===== src/rtl/ama_riscv_hazard_pkg.sv =====
// Shared types and width helpers for the ID-stage hazard/forwarding control.
// Optional perf counters in the top are enabled by AMA_RISCV_HAZARD_PERF_CNT_EN.
package ama_riscv_hazard_pkg;

    localparam int REG_IDX_W = 5;
    localparam int FWD_RF    = 0;

    typedef enum logic [1:0] {
        OP_ALU  = 2'd0,
        OP_LOAD = 2'd1,
        OP_LONG = 2'd2,
        OP_RSVD = 2'd3
    } op_class_t;

    typedef struct packed {
        logic                 valid;
        logic [REG_IDX_W-1:0] rd;
        logic                 we;
        logic                 is_load;
    } shadow_entry_t;

    function automatic int fwd_sel_w(input int num_stages);
        return $clog2(num_stages + 1);
    endfunction

    function automatic int cnt_w(input int max_val);
        return $clog2(max_val + 1);
    endfunction

    // Reserved encoding behaves exactly like an ALU op.
    function automatic op_class_t decode_op(input logic [1:0] raw);
        case (raw)
            2'd1:    return OP_LOAD;
            2'd2:    return OP_LONG;
            default: return OP_ALU;
        endcase
    endfunction

endpackage


===== src/rtl/ama_riscv_scoreboard.sv =====
// Long-latency (mul/div) scoreboard: per-register pending bits, in-flight
// counter and a sticky underflow flag for a retire with nothing outstanding.
module ama_riscv_scoreboard
    import ama_riscv_hazard_pkg::*;
#(
    parameter  int MAX_OUTSTANDING = 2,
    parameter  int NREG            = 32,
    localparam int CW              = cnt_w(MAX_OUTSTANDING)
) (
    input  logic                 clk,
    input  logic                 rst,
    input  logic                 i_set,
    input  logic [REG_IDX_W-1:0] i_set_rd,
    input  logic                 i_clr,
    input  logic [REG_IDX_W-1:0] i_clr_rd,
    output logic [NREG-1:0]      o_pending,
    output logic [CW-1:0]        o_outstanding,
    output logic                 o_full,
    output logic                 o_err_underflow
);

    logic [NREG-1:0] r_pending;
    logic [CW-1:0]   r_cnt;
    logic            r_err;

    logic [NREG-1:0] w_set_mask;
    logic [NREG-1:0] w_clr_mask;
    logic [CW-1:0]   w_cnt_nxt;
    logic            w_underflow;

    // NOTE: every signal written in always_comb gets a default first so no
    // path leaves it unassigned; otherwise synthesis infers a latch.
    always_comb begin
        w_set_mask = '0;
        w_clr_mask = '0;
        if (i_set && (i_set_rd != '0)) w_set_mask[i_set_rd] = 1'b1;
        if (i_clr)                     w_clr_mask[i_clr_rd] = 1'b1;
    end

    always_comb begin
        w_cnt_nxt   = r_cnt;
        w_underflow = 1'b0;
        case ({i_set, i_clr})
            2'b10: w_cnt_nxt = r_cnt + CW'(1);
            2'b01: begin
                if (r_cnt == '0) w_underflow = 1'b1;
                else             w_cnt_nxt   = r_cnt - CW'(1);
            end
            2'b11: if (r_cnt == '0) w_underflow = 1'b1;
            default: ;
        endcase
    end

    // NOTE: the pending vector is reset along with the counter: it is control
    // state, and a stale bit would stall a freshly reset core forever.
    // NOTE: sequential state uses non-blocking assignments only, so every flop
    // samples pre-edge values regardless of process ordering.
    always_ff @(posedge clk or negedge rst) begin
        if (!rst) begin
            r_pending <= '0;
            r_cnt     <= '0;
            r_err     <= 1'b0;
        end else begin
            // Clear first, then set: an issue to the same rd wins.
            r_pending <= (r_pending & ~w_clr_mask) | w_set_mask;
            r_cnt     <= w_cnt_nxt;
            if (w_underflow) r_err <= 1'b1;
        end
    end

    assign o_pending       = r_pending;
    assign o_outstanding   = r_cnt;
    assign o_full          = (r_cnt == CW'(MAX_OUTSTANDING));
    assign o_err_underflow = r_err;

endmodule


===== src/rtl/ama_riscv_hazard_ctrl.sv =====
// ID-stage hazard control: shadow pipeline forwarding, load-use and long-op
// stalls, bubble injection. AMA_RISCV_HAZARD_PERF_CNT_EN adds stall counters.
module ama_riscv_hazard_ctrl
    import ama_riscv_hazard_pkg::*;
#(
    parameter  int NUM_FWD_STAGES  = 2,
    parameter  int LOAD_STAGE      = 1,
    parameter  int MAX_OUTSTANDING = 2,
    parameter  int NREG            = 32,
    localparam int FSW             = fwd_sel_w(NUM_FWD_STAGES),
    localparam int OCW             = cnt_w(MAX_OUTSTANDING)
) (
    input  logic                 clk,
    input  logic                 rst,
    input  logic                 inst_valid_id,
    input  logic [REG_IDX_W-1:0] rs1_id,
    input  logic [REG_IDX_W-1:0] rs2_id,
    input  logic                 rs1_used,
    input  logic                 rs2_used,
    input  logic [REG_IDX_W-1:0] rd_id,
    input  logic                 reg_we_id,
    input  logic [1:0]           op_class_id,
    input  logic                 long_done,
    input  logic [REG_IDX_W-1:0] long_done_rd,
    input  logic                 flush,
    input  logic                 stall_ext,
    output logic                 stall_if,
    output logic                 stall_id,
    output logic                 bubble_ex,
    output logic [FSW-1:0]       fwd_a_sel,
    output logic [FSW-1:0]       fwd_b_sel,
    output logic [OCW-1:0]       outstanding,
    output logic                 err_underflow,
    output logic [31:0]          perf_lu_stalls,
    output logic [31:0]          perf_long_stalls
);

    shadow_entry_t        r_shadow [NUM_FWD_STAGES];
    shadow_entry_t        w_new_entry;
    op_class_t            w_op;
    logic [REG_IDX_W-1:0] w_rs   [2];
    logic                 w_used [2];
    logic [FSW-1:0]       w_sel  [2];
    logic                 w_lu   [2];
    logic [NREG-1:0]      w_pending;
    logic                 w_full;
    logic                 w_lu_hz;
    logic                 w_sb_hz;
    logic                 w_hz;
    logic                 w_issue;
    logic                 w_long_issue;
    logic                 w_stall;
    logic                 w_bubble;

    assign w_op      = decode_op(op_class_id);
    assign w_rs[0]   = rs1_id;
    assign w_rs[1]   = rs2_id;
    assign w_used[0] = rs1_used;
    assign w_used[1] = rs2_used;

    always_comb begin
        for (int s = 0; s < 2; s++) begin
            w_sel[s] = FSW'(FWD_RF);
            w_lu[s]  = 1'b0;
            if (w_used[s] && (w_rs[s] != '0)) begin
                // Walk oldest to youngest so the youngest match overrides.
                for (int k = NUM_FWD_STAGES - 1; k >= 0; k--) begin
                    if (r_shadow[k].valid && r_shadow[k].we && (r_shadow[k].rd == w_rs[s])) begin
                        if (r_shadow[k].is_load && (k < LOAD_STAGE)) begin
                            w_sel[s] = FSW'(FWD_RF);
                            w_lu[s]  = 1'b1;
                        end else begin
                            w_sel[s] = FSW'(k + 1);
                            w_lu[s]  = 1'b0;
                        end
                    end
                end
            end
        end
    end

    // A retire this cycle frees a slot, so a LONG op at the limit may issue.
    assign w_lu_hz = w_lu[0] | w_lu[1];
    assign w_sb_hz = (rs1_used  && w_pending[rs1_id])
                   | (rs2_used  && w_pending[rs2_id])
                   | (reg_we_id && w_pending[rd_id])
                   | ((w_op == OP_LONG) && w_full && !long_done);

    assign w_hz         = inst_valid_id & (w_lu_hz | w_sb_hz);
    assign w_issue      = inst_valid_id & ~w_hz & ~flush & ~stall_ext;
    assign w_long_issue = w_issue & (w_op == OP_LONG);

    always_comb begin
        w_new_entry = '0;
        if (w_issue) begin
            w_new_entry.valid   = 1'b1;
            w_new_entry.rd      = rd_id;
            w_new_entry.we      = reg_we_id && (w_op != OP_LONG);
            w_new_entry.is_load = (w_op == OP_LOAD);
        end
    end

    always_ff @(posedge clk or negedge rst) begin
        if (!rst) begin
            for (int k = 0; k < NUM_FWD_STAGES; k++) r_shadow[k] <= '0;
        end else if (!stall_ext) begin
            r_shadow[0] <= w_new_entry;
            for (int k = 1; k < NUM_FWD_STAGES; k++) r_shadow[k] <= r_shadow[k-1];
        end
    end

    ama_riscv_scoreboard #(
        .MAX_OUTSTANDING (MAX_OUTSTANDING),
        .NREG            (NREG)
    ) u_scoreboard (
        .clk             (clk),
        .rst             (rst),
        .i_set           (w_long_issue),
        .i_set_rd        (rd_id),
        .i_clr           (long_done),
        .i_clr_rd        (long_done_rd),
        .o_pending       (w_pending),
        .o_outstanding   (outstanding),
        .o_full          (w_full),
        .o_err_underflow (err_underflow)
    );

    // Freeze beats flush beats hazard; everything is forced low while in reset.
    always_comb begin
        w_stall  = 1'b0;
        w_bubble = 1'b0;
        if (!rst) begin
            w_stall  = 1'b0;
        end else if (stall_ext) begin
            w_stall  = 1'b1;
        end else if (flush) begin
            w_bubble = 1'b1;
        end else if (w_hz) begin
            w_stall  = 1'b1;
            w_bubble = 1'b1;
        end
    end

    assign stall_if  = w_stall;
    assign stall_id  = w_stall;
    assign bubble_ex = w_bubble;
    assign fwd_a_sel = rst ? w_sel[0] : FSW'(FWD_RF);
    assign fwd_b_sel = rst ? w_sel[1] : FSW'(FWD_RF);

`ifdef AMA_RISCV_HAZARD_PERF_CNT_EN
    logic [31:0] r_perf_lu;
    logic [31:0] r_perf_long;
    logic        w_counted;

    assign w_counted = w_hz & ~stall_ext & ~flush;

    always_ff @(posedge clk or negedge rst) begin
        if (!rst) begin
            r_perf_lu   <= '0;
            r_perf_long <= '0;
        end else begin
            if (w_counted && w_lu_hz && (r_perf_lu != '1))   r_perf_lu   <= r_perf_lu + 32'd1;
            if (w_counted && w_sb_hz && (r_perf_long != '1)) r_perf_long <= r_perf_long + 32'd1;
        end
    end

    assign perf_lu_stalls   = r_perf_lu;
    assign perf_long_stalls = r_perf_long;
`else
    assign perf_lu_stalls   = '0;
    assign perf_long_stalls = '0;
`endif

endmodule

===== config.mk =====
export PLATFORM = sky130hd
export DESIGN_NAME = ama_riscv_hazard_ctrl
export DESIGN_NICKNAME = d
export VERILOG_FILES = /design/src/rtl/ama_riscv_hazard_pkg.sv /design/src/rtl/ama_riscv_scoreboard.sv /design/src/rtl/ama_riscv_hazard_ctrl.sv
export SDC_FILE = /design/constraint.sdc
export NUM_CORES = 1
export LEC_CHECK = 0
export CAP_MARGIN = 20
export CORE_UTILIZATION = 29
export DETAILED_ROUTE_END_ITERATION = 7
export PLACE_DENSITY = 0.59
export SLEW_MARGIN = 10
export SYNTH_ARGS = -nofsm -noshare
export SYNTH_HDL_FRONTEND = slang
export SYNTH_SLANG_ARGS = --single-unit
export TNS_END_PERCENT = 10

===== constraint.sdc =====
create_clock -name clk -period 4.7 [get_ports clk]
set_input_delay 0.94 -clock clk [delete_from_list [all_inputs] [get_ports clk]]
set_output_delay 0.94 -clock clk [all_outputs]
set_load 0.1 [all_outputs]

Word level (Yosys, flattened, before mapping) --
Index checks and enable logic that the tools add are counted.
Word-level totals: register bits after elaboration 50, latch bits 0, RAM bits 0, bits in read-only memories 0, input port bits 31, output and inout bits 74, word-level logic and storage cells 112, memories kept 0
Cells by class: add/sub/neg operators 2, multiply operators 0, div/mod/pow operators 0, $lt $le $gt $ge 6, eq/ne operators 14, shift-type cells 0, muxes and demuxes 39, bitwise gates (word level) 16, reduce and logical (&&, ||, !) cells 25
Operator list (number):
- $mux 32 | 2
- $and 32x32->32 | 1
- $not 32->32 | 1
- $or 32x32->32 | 1
- $lt 5x6->1 const B | 4
- $eq 5x5->1 | 4
- $mux 1 | 20
- $mux 2 | 9
- $logic_and 1x1->1 | 17
- $bmux 1 s5 | 3
- $reduce_bool 5->1 | 3
- $demux 1 s5 | 2
- $eq 2x2->1 const B | 5
- $ge 5x1->1 const B | 2
- $mux 8 | 1
- $pmux 2 s2 | 2
- $eq 2x1->1 const B | 3
- $and 1x1->1 | 5
- $or 1x1->1 | 5
- $ne 2x2->1 const B | 2
- $not 1->1 | 3
- $add 2x1->2 const B | 1
- $logic_not 2->1 | 1
- $reduce_and 2->1 | 1
- other kinds (4) | 4

Logic depth before layout (Yosys ltp) --
depth after elaboration 16, depth in mapped cells 10, gate-level depth less buffers 7

By module --
Synthesis repeated with hierarchy kept, for this count alone.
Unflattened totals: cells, all modules 358, area, all modules 3732.3 um^2
Modules (own cells, without submodules):
- ama_riscv_hazard_ctrl | times used 1, cells each 218, area an instance 2260.9 um^2, sequential area each 375.4 um^2
- ama_riscv_scoreboard | times used 1, cells each 140, area an instance 1471.4 um^2, sequential area each 875.8 um^2

Least setup slack after synthesis --
OpenSTA, ideal clock, no wires.
path type input to output, start input port rs2_id[0], end output port fwd_b_sel[1], arrival 4730 ps, required time 3760 ps, slack -970 ps, stages on the path 6, path buffers 2, path through clkbuf_1 buf_1 xnor2_1 nand4_1 nor3_1 nor4_1
Between the ends: longest elaborated chain between the ends 6, elaborated cells between the ends (all ways) 10, classes of those cells eq/ne: 2; mux: 4; reduce/logical: 4
Ends and longest elaborated chain:
- from (decl) | RTL line ama_riscv_hazard_ctrl.sv:17 | input logic [REG_IDX_W-1:0] rs2_id,
- $eq 5x5->1 | RTL line ama_riscv_hazard_ctrl.sv:68 | if (r_shadow[k].valid && r_shadow[k].we && (r_shadow[k].rd == w_rs[s])) begin
- $logic_and 1x1->1 | RTL line ama_riscv_hazard_ctrl.sv:68
- $mux 2 (2 in series) | RTL line ama_riscv_hazard_ctrl.sv:68
- $mux 2 (*) | RTL line ama_riscv_hazard_ctrl.sv:65 | if (w_used[s] && (w_rs[s] != '0)) begin
- $mux 2 (*) | RTL line ama_riscv_hazard_ctrl.sv:148 | assign fwd_b_sel = rst ? w_sel[1] : FSW'(FWD_RF);
- to (decl) | RTL line ama_riscv_hazard_ctrl.sv:31 | output logic [FSW-1:0] fwd_b_sel,
Every way passes the cells marked *; elsewhere a longest branch is shown, timed or not.

Final worst setup path --
start input port rd_id[4], end output port stall_id
Between the ends: longest elaborated chain between the ends 11
Ends and longest elaborated chain:
- from (decl) | RTL line ama_riscv_hazard_ctrl.sv:20 | input logic [REG_IDX_W-1:0] rd_id,
- $bmux 1 s5 | RTL line ama_riscv_hazard_ctrl.sv:86 | | (reg_we_id && w_pending[rd_id])
- $mux 1 (not written as such) | RTL line ama_riscv_hazard_ctrl.sv:86
- $logic_and 1x1->1 | RTL line ama_riscv_hazard_ctrl.sv:86
- $or 1x1->1 | RTL line ama_riscv_hazard_ctrl.sv:86
- $or 1x1->1 | RTL line ama_riscv_hazard_ctrl.sv:87 | | ((w_op == OP_LONG) && w_full && !long_done);
- $or 1x1->1 | RTL line ama_riscv_hazard_ctrl.sv:89 | assign w_hz = inst_valid_id & (w_lu_hz | w_sb_hz);
- $and 1x1->1 | RTL line ama_riscv_hazard_ctrl.sv:89
- $mux 1 | RTL line ama_riscv_hazard_ctrl.sv:138 | end else if (w_hz) begin
- $mux 1 | RTL line ama_riscv_hazard_ctrl.sv:136 | end else if (flush) begin
- $mux 1 | RTL line ama_riscv_hazard_ctrl.sv:134 | end else if (stall_ext) begin
- $mux 1 | RTL line ama_riscv_hazard_ctrl.sv:132 | if (!rst) begin
- to (decl) | RTL line ama_riscv_hazard_ctrl.sv:28 | output logic stall_id,
Every way passes these cells. The select of a mux whose other input is x is not followed.

==> metrics.cfg <==
[status]
outcome = finished, final reports clean

[worst_setup_path]
path_common_cell = o22ai_1
critPathTopFamily = simple AND/OR/NAND/NOR gates
path_max_fanout = 9
crit_required_ns = 3.76
startpoint_type = input port
path_buf_inv = 2
slowest_delay_ns = 0.65
slowest_stage = clkdlybuf4s50_1
cp.arrival_ns = 3.55
worst_setup_path_end_kind = primary output
path_class = input port to primary output
worstPathCellList = clkdlybuf4s50_1 > or3_1 > o22ai_1 > nor4_1 > o22ai_1 > nor4b_4 > nor2_1 > o21a_1 > buf_12

[power_and_ir_drop]
ir_drop_mv = 0.1276
switching_share_pct = 40.19
internal_power_w = 0.0007640
p_leak_nw = 1.912
power.density_nw_per_um2 = 284.2
p_total_w = 0.001277
clock_power_share_pct = 30.2
p_sw_w = 0.0005133
p_seq_share_pct = 36.9
pwr-share-comb_pct = 32.9

[sta]
setup_viol = 0
hold_viol = 0
fin_crit_ns = 4.494
tightest_slew_ns = 0.9715
layout_setup_ws_ns = 0.2061
finClkSkew_ns = 0.01030
finalCritPeriodShare_pct = 95.61
setup_tns_ns = 0
slew_viol_final = 0
holdWs_ns = 0.4811
rsz0062_at_grt = false
maxSlewHeadroom_pct = 35.03
clock.fmax_mhz = 222.5

[yosys]
yosysSeqAreaShare_pct = 31.90
synth_seq_cells = 50
yosys_warnings = 0
async_flop_share_pct = 100.0
synthCells = 405
synth_area_leaders = dfrtp_1 32%, buf_4 12%, mux2i_1 7.7%, o31ai_1 5.9%, mux4_2 5.7%
synth_top_area_share_pct = 31.90
synth_edf_count = 0
syn_area_per_cell_um2 = 9.685
synth_top_cell_by_area = dfrtp_1
synthDistinctLibCells = 50
netlist_area_um2 = 3923
ys.flop_type = dfrtp_1

[run]
cap_violations = 0

[global_route]
antenna_found_initial = 0
grt_pass1_wl_um = 17150
grt_overflow = 0
grt_pass1_vias = 3094
track_usage_pct = 15.54
grt_max_degree = 39

[place]
routabilityCongestion = 0.9422
place_hpwl_um = 8059
port_buffers = 40
pre_cts_ws_ns = -0.02882

[die]
die_w_um = 118.3
dieArea_um2 = 13990
dieHeight_um = 118.3
fp-row-count = 42
io_pins = 105
coreArea_um2 = 13240
start_util_pct = 29.62

[finish]
area_delta_synth_final_pct = 14.58
final_common_cell = conb_1
n_antenna_cell = 0
drive_above_1_share_pct = 12.84
final_cell_mix = 64 x conb_1, 50 x dfrtp_1, 32 x o21ai_0, 31 x o31ai_1, 31 x clkdlybuf4s50_1
fin_util_pct = 33.94
layout.nets = 466

[cts]
cts_inserted_buffers = 5
cts_sinks = 50
insertion_delay_ns = 0.29
max-clock-path-buffers = 2
cts_tree = yes
cts_root_buf = clkbuf_16
clkTransAtPathRegs_ns = 0.07
htree_levels = 2

[drt]
wl_per_cell_um = 17.45
wl_um = 10680
vias_per_cell = 5.178
postRouteAntennaNets = 0
dr_total_vias = 3169
drt_iter0_markers = 230
dr.pass1.iters = 5
drc = 0

[worst_hold_path]
hold_class = register to register

[routing by layer]
layer  track usage [%]  share of wire [%]  vias up
met5                 0                  0        -
met4             3.606                1.2        0
met3             2.944                6.9       13
met2             25.37                 48      136
met1             21.16                 44     1585
li1                  -                  -     1435
[sequential cells by signal (all words and copies together) (netlist names)]
| signal | count |
|---|---|
| r_shadow | 15 |
| u_scoreboard.o_err_underflow | 1 |
| u_scoreboard.o_outstanding | 2 |
| u_scoreboard.o_pending | 32 |
[logic make-up (layout without fill, tap and decap cells)]
group	Yosys count	after routing	synth area share, %
and+or+nand+nor	88	88	13.52
DFF	50	50	31.90
muxes	49	49	15.98
buffers and inverters	98	66	16.59
other	1	64	0.09560
xor gates and xnor gates	20	20	4.466
AOI/OAI and AO/OA	99	99	17.45
[final timing paths]
kind | start | endpoint | slack [ns] | cells after the start
setup / recovery | rd_id[4] | stall_id | 0.21 | 9
hold / removal | u_scoreboard.o_err_underflow | u_scoreboard.o_err_underflow | 0.48 | 1
setup reg to reg | u_scoreboard.o_pending[12] | u_scoreboard.o_pending[15] | 1.63 | 8
hold reg to reg | u_scoreboard.o_err_underflow | u_scoreboard.o_err_underflow | 0.48 | 1
max in group asynchronous | rst | u_scoreboard.o_pending[3] | 3.32 | 2
min in group asynchronous | rst | r_shadow[4] | 0.55 | 1
[final cells by class]
cell class,count,area [µm²]
clock buffer,7,152.6
clock inverter,1,8.758
fill,1361,8748
inverter,7,26.28
multi-input combinational,320,2263
sequential,50,1251
tap,176,220.2
timing repair buffer,51,571.8
[repair_timing]
action,CTS,global route
buffers inserted,0,0
endpoints found under the setup margin,3,0
hold buffers,0,0
gates resized for setup,1,0
[power groups by stage]
| stage | Sequential, W | Combinational, W | Clock (W) |
|---|---|---|---|
| after detailed placement | 0.000480 | 0.000419 | 0 |
| final | 0.000472 | 0.000420 | 0.000386 |
| after floorplan | 0.000470 | 0.000382 | 0 |
| after global placement | 0.000479 | 0.000416 | 0 |
| after global routing | 0.000474 | 0.000440 | 0.000412 |
| after CTS | 0.000471 | 0.000420 | 0.000394 |
[per-stage QoR]
step,area [µm²],cells
final,4494,612
after CTS,4494,612
after global routing,4494,612
after detailed placement,4334,604
after global placement,4334,604
after floorplan,4165,468
[cell usage after synthesis (6+ instances only)]
| cell type | instances |
|---|---|
| buf_4 | 65 |
| dfrtp_1 | 50 |
| o21ai_0 | 32 |
| o31ai_1 | 31 |
| mux2i_1 | 30 |
| clkbuf_1 | 12 |
| nand2_1 | 12 |
| nand3_1 | 12 |
| xor2_1 | 12 |
| nand3b_1 | 11 |
| nor2_1 | 11 |
| mux4_2 | 10 |
| o22ai_1 | 10 |
| mux2_2 | 9 |
| buf_1 | 8 |
| nor4_1 | 8 |
| xnor2_1 | 8 |
| inv_1 | 7 |
| nand2b_1 | 6 |
[worst reg2reg max path, delay by kind of cell, from the launching register on]
kind / cells / cell delay, ns
AOI/OAI and AO/OA: 3 / 0.86
and+or+nand+nor: 2 / 0.67
buffers and inverters: 1 / 0.22
muxes: 2 / 0.76
DFF: 1 / 0.45
Note: power is estimated with default switching activity, not from simulation.
